$ cat src/rtl/code_entry.sv
// Switch-code front end for the ATM controller: debounces raw code values into
// digit events, assembles NDIG digits into a code word and aborts stale entries.
module code_entry #(
  parameter int NDIG        = 3,
  parameter int STABLE_CYC  = 2,
  parameter int TIMEOUT_CYC = 30
) (
  input  logic                clk_2,
  input  logic                reset,
  input  logic                cartao,
  input  logic [2:0]          cod,
  output logic                dig_valid,
  output logic [2:0]          dig,
  output logic [1:0]          dig_idx,
  output logic                code_ready,
  output logic [3*NDIG-1:0]   code_out,
  output logic                timeout,
  output logic                busy
);

  localparam int SW = $clog2(STABLE_CYC + 1);
  localparam int TW = (TIMEOUT_CYC < 1) ? 1 : $clog2(TIMEOUT_CYC + 1);

  typedef enum logic [1:0] {IDLE, WAIT_ZERO, WAIT_DIGIT} state_t;

  state_t              state;
  logic [SW-1:0]       stab_cnt;
  logic [2:0]          prev_cod;
  logic [TW-1:0]       tcnt;
  logic [3*NDIG-1:0]   shift_reg;

  logic [SW-1:0]       stab_next;
  logic [TW-1:0]       tcnt_inc;
  logic [3*NDIG-1:0]   shift_next;
  logic                accept;
  logic                last_digit;
  logic                tmo_hit;

  function automatic logic [SW-1:0] sat_inc(input logic [SW-1:0] v);
    if (v == SW'(STABLE_CYC)) return v;
    return v + SW'(1);
  endfunction

  // Stability tracking: a run restarts whenever the nonzero value changes.
  always_comb begin
    stab_next = '0;
    if (cod != 3'd0)
      stab_next = (stab_cnt != '0 && cod == prev_cod) ? sat_inc(stab_cnt) : SW'(1);
  end

  assign accept     = (state == WAIT_DIGIT) && (stab_next == SW'(STABLE_CYC));
  assign last_digit = (dig_idx == 2'(NDIG - 1));
  assign tcnt_inc   = tcnt + TW'(1);
  assign tmo_hit    = (TIMEOUT_CYC != 0) && (dig_idx != 2'd0) && (tcnt_inc == TW'(TIMEOUT_CYC));
  assign shift_next = (shift_reg << 3) | (3*NDIG)'(cod);
  assign busy       = cartao && (dig_idx != 2'd0);

  always_ff @(posedge clk_2 or posedge reset) begin
    if (reset) begin
      state      <= IDLE;
      stab_cnt   <= '0;
      prev_cod   <= '0;
      tcnt       <= '0;
      shift_reg  <= '0;
      dig_valid  <= 1'b0;
      dig        <= '0;
      dig_idx    <= '0;
      code_ready <= 1'b0;
      code_out   <= '0;
      timeout    <= 1'b0;
    end else begin
      dig_valid  <= 1'b0;
      code_ready <= 1'b0;
      timeout    <= 1'b0;
      prev_cod   <= cod;
      // Card removal outranks accept and timeout; no pulses on abort.
      if (!cartao) begin
        state     <= IDLE;
        stab_cnt  <= '0;
        tcnt      <= '0;
        shift_reg <= '0;
        dig_idx   <= '0;
      end else if (accept) begin
        dig       <= cod;
        dig_valid <= 1'b1;
        stab_cnt  <= '0;
        tcnt      <= '0;
        state     <= WAIT_ZERO;
        if (last_digit) begin
          code_out   <= shift_next;
          code_ready <= 1'b1;
          shift_reg  <= '0;
          dig_idx    <= '0;
        end else begin
          shift_reg <= shift_next;
          dig_idx   <= dig_idx + 2'd1;
        end
      end else if (tmo_hit) begin
        timeout   <= 1'b1;
        stab_cnt  <= '0;
        tcnt      <= '0;
        shift_reg <= '0;
        dig_idx   <= '0;
        state     <= WAIT_ZERO;
      end else begin
        if (dig_idx != 2'd0 && TIMEOUT_CYC != 0) tcnt <= tcnt_inc;
        case (state)
          IDLE:       state <= WAIT_ZERO;
          WAIT_ZERO:  if (cod == 3'd0) state <= WAIT_DIGIT;
          WAIT_DIGIT: stab_cnt <= stab_next;
          default:    state <= IDLE;
        endcase
      end
    end
  end

endmodule
$ cat config.mk
export PLATFORM = sky130hd
export DESIGN_NAME = code_entry
export DESIGN_NICKNAME = d
export VERILOG_FILES = /design/src/rtl/code_entry.sv
export SDC_FILE = /design/constraint.sdc
export NUM_CORES = 1
export LEC_CHECK = 0
export BUFFER_PORTS_ARGS = -buffer_cell sky130_fd_sc_hd__buf_2
export CORE_AREA = 2 2 63 65
export DETAILED_ROUTE_END_ITERATION = 16
export DIE_AREA = 0 0 65 67
export PLACE_DENSITY = 0.73
export SLEW_MARGIN = 5
export SYNTH_ARGS = -nofsm -noshare
export SYNTH_HDL_FRONTEND = slang
export SYNTH_SLANG_ARGS = --single-unit
$ cat constraint.sdc
create_clock -name clk_2 -period 2.2 [get_ports clk_2]
set_clock_uncertainty 0.2 [all_clocks]
set_input_delay 0.22 -clock clk_2 [delete_from_list [all_inputs] [get_ports clk_2]]
set_output_delay 0.22 -clock clk_2 [all_outputs]
set_load 0.02 [all_outputs]
---- Yosys cells after proc, flatten, opt, wreduce, memory -nomap -nowiden ----
Index checks and enable logic that the tools add are counted.
operators by class
  $lt $le $gt $ge ......................... 0
  $mul .................................... 0
  shifts and indexed selects .............. 0
  $add $sub $neg .......................... 3
  eq/ne operators ......................... 12
  div/mod/pow operators ................... 0
  reductions and logical operators ........ 12
  muxes and demuxes ....................... 35
  bitwise gates (word level) .............. 1
operators by type and width
  kind                                                                   count
  2-bit two-way mux                                                      16
  6-bit two-way mux                                                      4
  5-bit two-way mux                                                      4
  1-bit two-way mux                                                      10
  9-bit by 3-bit bitwise OR with 9-bit output                            1
  2-bit equality test, second input constant                             4
  4-bit by 1-bit != test with 1-bit output, second input constant        2
  2-bit case mux with 3 select lines                                     1
  5-bit by 1-bit adder with 5-bit output, second input constant          1
  5-bit equality test, second input constant                             1
  5-bit != test, second input constant                                   1
  2-bit by 1-bit adder with 2-bit output, second input constant          2
  1-bit logical AND                                                      4
  4-bit != test, second input constant                                   1
  2-bit AND reduction                                                    2
  2-bit nonzero test                                                     2
  3-bit equality test                                                    1
  3-bit zero test                                                        1
  3-bit by 1-bit != test with 1-bit output, second input constant        1
  3-bit AND reduction                                                    1
  3-bit nonzero test                                                     1
  2-bit by 1-bit equality test with 1-bit output, second input constant  1
  2-bit zero test                                                        1
storage, ports and cells
  bits in registers ....................... 35
  memories kept ........................... 0
  output and inout bits ................... 18
  bits in latches ......................... 0
  bits of input ports ..................... 6
  word-level logic and storage cells ...... 74
  bits in read-only memories .............. 0
  bits in writable memories ............... 0

---- Depth between registers and ports, before layout ----
  depth after elaboration ................. 10
  gate-level depth with buffers ........... 6
  mapped depth without buffers ............ 6

---- Worst setup path after synthesis ----
Ideal clock, no wire load.
  path type ............................... flip-flop to flip-flop
  start ................................... register stab_cnt[0]
  end ..................................... register shift_reg[3]
  arrival time ............................ 1.736 ns
  required time ........................... 1.879 ns
  clock period less this slack ............ 2.057 ns
  stages on the path, launching flop included .. 7
  setup slack ............................. 0.143 ns
  setup time .............................. 0.121 ns
  cell sequence ........................... dfrtp_1 inv_1 ha_1 or4_4 buf_6 o221a_4 a22o_1
between the ends
  longest elaborated chain between the ends .. 10
RTL lines
  element                   line  text
  start: declaration        27    logic [SW-1:0] stab_cnt;
  start signal: assignment  110   WAIT_DIGIT: stab_cnt <= stab_next;
  2-bit equality test       40    if (v == SW'(STABLE_CYC)) return v;
  1-bit two-way mux         40
  1-bit two-way mux         47    if (cod != 3'd0)
  2-bit two-way mux         41    return v + SW'(1);
  2-bit two-way mux *       48    stab_next = (stab_cnt != '0 && cod == prev_cod) ? sat_inc(stab_cnt) : SW'(1);
  2-bit two-way mux *       47
  2-bit equality test *     51    assign accept = (state == WAIT_DIGIT) && (stab_next == SW'(STABLE_CYC));
  1-bit logical AND *       51
  6-bit two-way mux         83    end else if (accept) begin
  6-bit two-way mux         77    if (!cartao) begin
  end signal: assignment    95    shift_reg <= shift_next;
  end: declaration          30    logic [3*NDIG-1:0] shift_reg;
Every way passes the cells marked *; elsewhere a longest branch is shown, timed or not. The select of a mux whose other input is x is not followed.
A chain may end at the register's enable or synchronous reset.

---- Final worst setup path ----
  start ................................... register tcnt[0]
  end ..................................... register shift_reg[2]
between the ends
  longest elaborated chain between the ends .. 4
RTL lines
  element                                             line  text
  start: declaration                                  29    logic [TW-1:0] tcnt;
  start signal: assignment                            106   if (dig_idx != 2'd0 && TIMEOUT_CYC != 0) tcnt <= tcnt_inc;
  5-bit by 1-bit adder with 5-bit output              53    assign tcnt_inc = tcnt + TW'(1);
  5-bit equality test                                 54    assign tmo_hit = (TIMEOUT_CYC != 0) && (dig_idx != 2'd0) && (tcnt_inc == TW'(TIMEOUT_CYC));
  1-bit logical AND                                   54
  3-bit by 1-bit != test with 1-bit output (no line)  n/a
No other way between the ends.

==> impl_metrics.xml <==
<?xml version="1.0" encoding="UTF-8"?>
<metrics>
  <group name="run_status">
    <metric name="run_status" unit="">finished, final reports clean</metric>
  </group>
  <group name="hold_path">
    <metric name="holdCritPathClass" unit="">in -&gt; reg</metric>
    <metric name="min-delay-start" unit="">cartao</metric>
  </group>
  <group name="sta">
    <metric name="layout_worst_path_cycle_share" unit="">0.958</metric>
    <metric name="final_period_minus_worst_setup_slack" unit="ns">2.11</metric>
    <metric name="timing.fmax" unit="MHz">474</metric>
    <metric name="drv_slew" unit="">0</metric>
    <metric name="tns" unit="ns">0</metric>
    <metric name="report.final.hold_viol_count" unit="">0</metric>
    <metric name="tightestPinTransition" unit="ns">0.557</metric>
    <metric name="rsz0062_at_grt" unit="">no</metric>
    <metric name="relSlewSlack" unit="">0.626</metric>
    <metric name="finalSetupViolCount" unit="">0</metric>
  </group>
  <group name="synth">
    <metric name="synth_largest_area_cell" unit="">dfrtp_1</metric>
    <metric name="dominant_combinational_cell_family_by_area_after_synthesis" unit="">simple AND/OR/NAND/NOR gates</metric>
    <metric name="muxShareOfSynthArea" unit="">0.0934</metric>
    <metric name="yosysWarningCount" unit="">0</metric>
    <metric name="yosysTopAreaCellShare" unit="">0.559</metric>
    <metric name="ys_dominant_reg_cell" unit="">dfrtp_1</metric>
    <metric name="synthArstFlopShare" unit="">1.00</metric>
    <metric name="synthXorXnorAreaFrac" unit="">0.0223</metric>
    <metric name="synth_cells" unit="">132</metric>
    <metric name="synth-adder-area-share" unit="">0.0239</metric>
    <metric name="synth_seq_area_share" unit="">0.559</metric>
    <metric name="yosys_register_bits" unit="">35</metric>
    <metric name="synth.avg_cell_area" unit="µm²">11.9</metric>
    <metric name="yosys.cell_types.count" unit="">35</metric>
    <metric name="syn-num-nets" unit="">141</metric>
    <metric name="synth_compound_gate_area_share" unit="">0.132</metric>
    <metric name="synth.top_cells.by_area" unit="">dfrtp_1, mux2_2, a22o_1, ha_1, a21oi_1</metric>
    <metric name="syn-cell-area" unit="mm²">0.00157</metric>
    <metric name="post-synth-top-count-cell" unit="">dfrtp_1</metric>
    <metric name="synth-edff-count" unit="">0</metric>
    <metric name="post_synth_and_or_nand_nor_area_fraction" unit="">0.144</metric>
    <metric name="synth_commonest_cells" unit="">dfrtp_1, mux2_2, a21oi_1, inv_1, nor2_1</metric>
  </group>
  <group name="setup_path">
    <metric name="worstSetupEndpointType" unit="">register</metric>
    <metric name="worst-setup-path-type" unit="">reg -&gt; reg</metric>
    <metric name="launch_point_of_the_worst_reg_to_reg_path" unit="">tcnt[0]</metric>
    <metric name="critPathSlowestCell" unit="">dfrtp_1</metric>
    <metric name="critical_path_required" unit="ns">2.16</metric>
    <metric name="timing.critical_path.buf_inv" unit="">0</metric>
    <metric name="cp_cell_sequence" unit="">ha_1 &gt; xor2_1 &gt; o21ai_1 &gt; o221a_4 &gt; a22o_1</metric>
    <metric name="critical_path.max_stage_delay" unit="ns">0.43</metric>
    <metric name="timing.critical_path.from_type" unit="">register</metric>
    <metric name="critical-path-top-delay-family" unit="">compound AO/OA/AOI/OAI gates</metric>
    <metric name="worst_ep_arrival_time" unit="ns">2.07</metric>
    <metric name="worst_setup_path_startpoint" unit="">tcnt[0]</metric>
    <metric name="critical_path_peak_fanout" unit="">8</metric>
  </group>
  <group name="die">
    <metric name="floorplan.rows" unit="">22</metric>
    <metric name="num_io_pins" unit="">24</metric>
    <metric name="fp.dieW" unit="µm">65</metric>
    <metric name="fp.dieArea" unit="mm²">0.00436</metric>
    <metric name="core_region_area" unit="mm²">0.00361</metric>
    <metric name="initial_utilization" unit="">0.435</metric>
    <metric name="die_y" unit="µm">67</metric>
  </group>
  <group name="power_and_ir_drop">
    <metric name="power.leakage" unit="nW">0.980</metric>
    <metric name="power_density_normalized_to_cell_area" unit="mW/mm²">605</metric>
    <metric name="max-vdd-ir-drop" unit="V">0.000458</metric>
  </group>
  <group name="grt">
    <metric name="met1_usage_grt" unit="">0.186</metric>
    <metric name="met2_usage" unit="">0.286</metric>
    <metric name="gr-total-overflow" unit="">0</metric>
    <metric name="wire_length_of_the_first_global_routing_pass" unit="µm">5310</metric>
    <metric name="initial_antenna_violation_count" unit="">0</metric>
    <metric name="number_of_global_route_vias_before_repair" unit="">1175</metric>
    <metric name="grt_max_degree" unit="">36</metric>
    <metric name="globalRoute.busiestLayer" unit="">met2</metric>
    <metric name="groute.usage.overall" unit="">0.162</metric>
    <metric name="met3_usage" unit="">0.0541</metric>
  </group>
  <group name="cts">
    <metric name="cts_root_buffer" unit="">clkbuf_8</metric>
    <metric name="cts_tree" unit="">yes</metric>
    <metric name="htreeDepth" unit="">2</metric>
    <metric name="post_cts_buffers" unit="">0</metric>
    <metric name="clock-sinks" unit="">35</metric>
    <metric name="cts-buffers-inserted" unit="">5</metric>
    <metric name="cts-root-to-sink-buffers" unit="">2</metric>
    <metric name="clk_pin_slew" unit="ns">0.07</metric>
    <metric name="source_to_sink_clock_delay_at_the_later_pin_of_the_worst_skew_pair" unit="ns">0.28</metric>
  </group>
  <group name="drt">
    <metric name="antenna_left" unit="">0</metric>
    <metric name="detail_route.drc_violations" unit="">0</metric>
    <metric name="route.detailed.wl_per_inst" unit="µm">14.1</metric>
    <metric name="route.detailed.vias_per_inst" unit="">5.23</metric>
    <metric name="drt_first_iter_violations" unit="">27</metric>
    <metric name="drt_wl_total" unit="µm">3080</metric>
    <metric name="detailroute.via_count" unit="">1146</metric>
    <metric name="detail_route.first_pass.iterations" unit="">4</metric>
  </group>
  <group name="job">
    <metric name="timing.max_cap.violations" unit="">0</metric>
  </group>
  <group name="placed_design">
    <metric name="gp_congestion" unit="">0.734</metric>
    <metric name="post-dp-hpwl" unit="µm">2200</metric>
    <metric name="post_dp_cell_area" unit="mm²">0.00178</metric>
    <metric name="count_of_port_buffers_added_during_placement" unit="">23</metric>
  </group>
  <group name="final_layout">
    <metric name="flip_flop_count_of_the_largest_register_after_layout" unit="">9</metric>
    <metric name="post_route_cells_drive_above_1_share" unit="">0.316</metric>
    <metric name="antenna_cells_inserted" unit="">0</metric>
    <metric name="layout.cell_area.non_filler" unit="mm²">0.00190</metric>
    <metric name="synthToLayoutAreaGrowth" unit="%">21.1</metric>
    <metric name="finalNetCount" unit="">179</metric>
    <metric name="fillers" unit="">319</metric>
  </group>
</metrics>
==> path summary, 6_finish.rpt <==
check                                     to  slack (ns)  cells past startpoint
worst min register to register   code_out[3]        0.30                      1
min in group asynchronous            tcnt[4]        0.37                      4
worst min-delay path                state[0]        0.02                      2
worst max register to register  shift_reg[2]        0.09                      5
max in group asynchronous             dig[2]        1.12                      4
worst max-delay path            shift_reg[2]        0.09                      5
==> what timing repair did <==
action | CTS | global route
setup endpoints to repair | 0 | 16
hold buffers | 4 | 0
endpoints found under the hold margin | 38 | 0
resized for setup | 0 | 1
==> cells in the final DEF (no fill, tap or decap) <==
cell             n
inv_1            7
or4_4            1
o31ai_1          1
o211ai_1         1
o21ai_0          6
nand2b_1         2
clkinv_2         1
dlygate4sd3_1    3
dfrtp_1         35
nor2b_1          2
nor2_1           7
o2bb2ai_1        1
and3_1           1
nor4_1           1
a211oi_1         1
a21oi_1          7
nand3b_1         2
clkbuf_1         2
and3_2           1
nor3b_1          1
nand2_1          4
o31a_1           1
xor2_1           4
buf_2           22
mux2_2          13
a22oi_1          1
o221a_4          1
or2_2            1
ha_1             3
a22o_1           6
nand3_1          6
or2b_1           1
nor3_1           6
buf_4            7
o21ai_1          3
a31oi_1          1
dlymetal6s4s_1   1
clkbuf_8         5
nor3_4           1
nand4b_2         1
==> worst reg2reg max path, cell delays in order (launching register included) <==
cell     delay (ns)
dfrtp_1        0.43
ha_1           0.26
xor2_1         0.27
o21ai_1        0.27
o221a_4        0.33
a22o_1         0.23
==> cell families (layout without fill, tap and decap cells) <==
family	count (synthesis)	in the layout
multiplexers	13	13
adder cells (fa/ha/maj)	3	3
XOR/XNOR	4	4
AND/OR/NAND/NOR	38	38
AO/OA/AOI/OAI	30	30
buffers and inverters	9	48
flip-flops	35	35
==> layout make-up <==
| cell class | instances | area [µm²] | area share |
|---|---|---|---|
| timing repair buffer | 33 | 205 | 0.108 |
| sequential | 35 | 876 | 0.461 |
| multi-input combinational | 88 | 651 | 0.343 |
| clock buffer | 7 | 76.3 | 0.0402 |
| tap | 48 | 60.1 | 0.0316 |
| clock inverter | 1 | 5.00 | 0.00264 |
| inverter | 7 | 26.3 | 0.0138 |
==> routing by layer <==
| layer | vias to the layer above | routed length [µm] |
|---|---|---|
| met5 | - | 0 |
| met4 | 0 | 17 |
| met3 | 2 | 117 |
| met2 | 20 | 1600 |
| met1 | 571 | 1350 |
| li1 | 553 | - |
==> metrics by stage <==
step | setup slack (ns) | power (mW) | instances | util | hold slack [ns]
floorplan | 0.143 | 0.704 | 132 | - | 0.0514
global placement | 0.168 | 0.725 | 208 | 0.494 | 0.127
detailed placement | 0.116 | 0.728 | 208 | 0.494 | 0.137
CTS | 0.0189 | 1.16 | 220 | 0.527 | 0.0180
global route | 0.00940 | 1.21 | 219 | 0.527 | 0.0258
finish | 0.0918 | 1.15 | 219 | 0.527 | 0.0207
==> report_power, final <==
| group | total, mW | switching [mW] | internal [mW] |
|---|---|---|---|
| logic | 0.0593 | 0.0368 | 0.0226 |
| registers | 0.661 | 0.00891 | 0.652 |
| clock network | 0.428 | 0.207 | 0.222 |
Note: power is estimated with default switching activity, not from simulation.
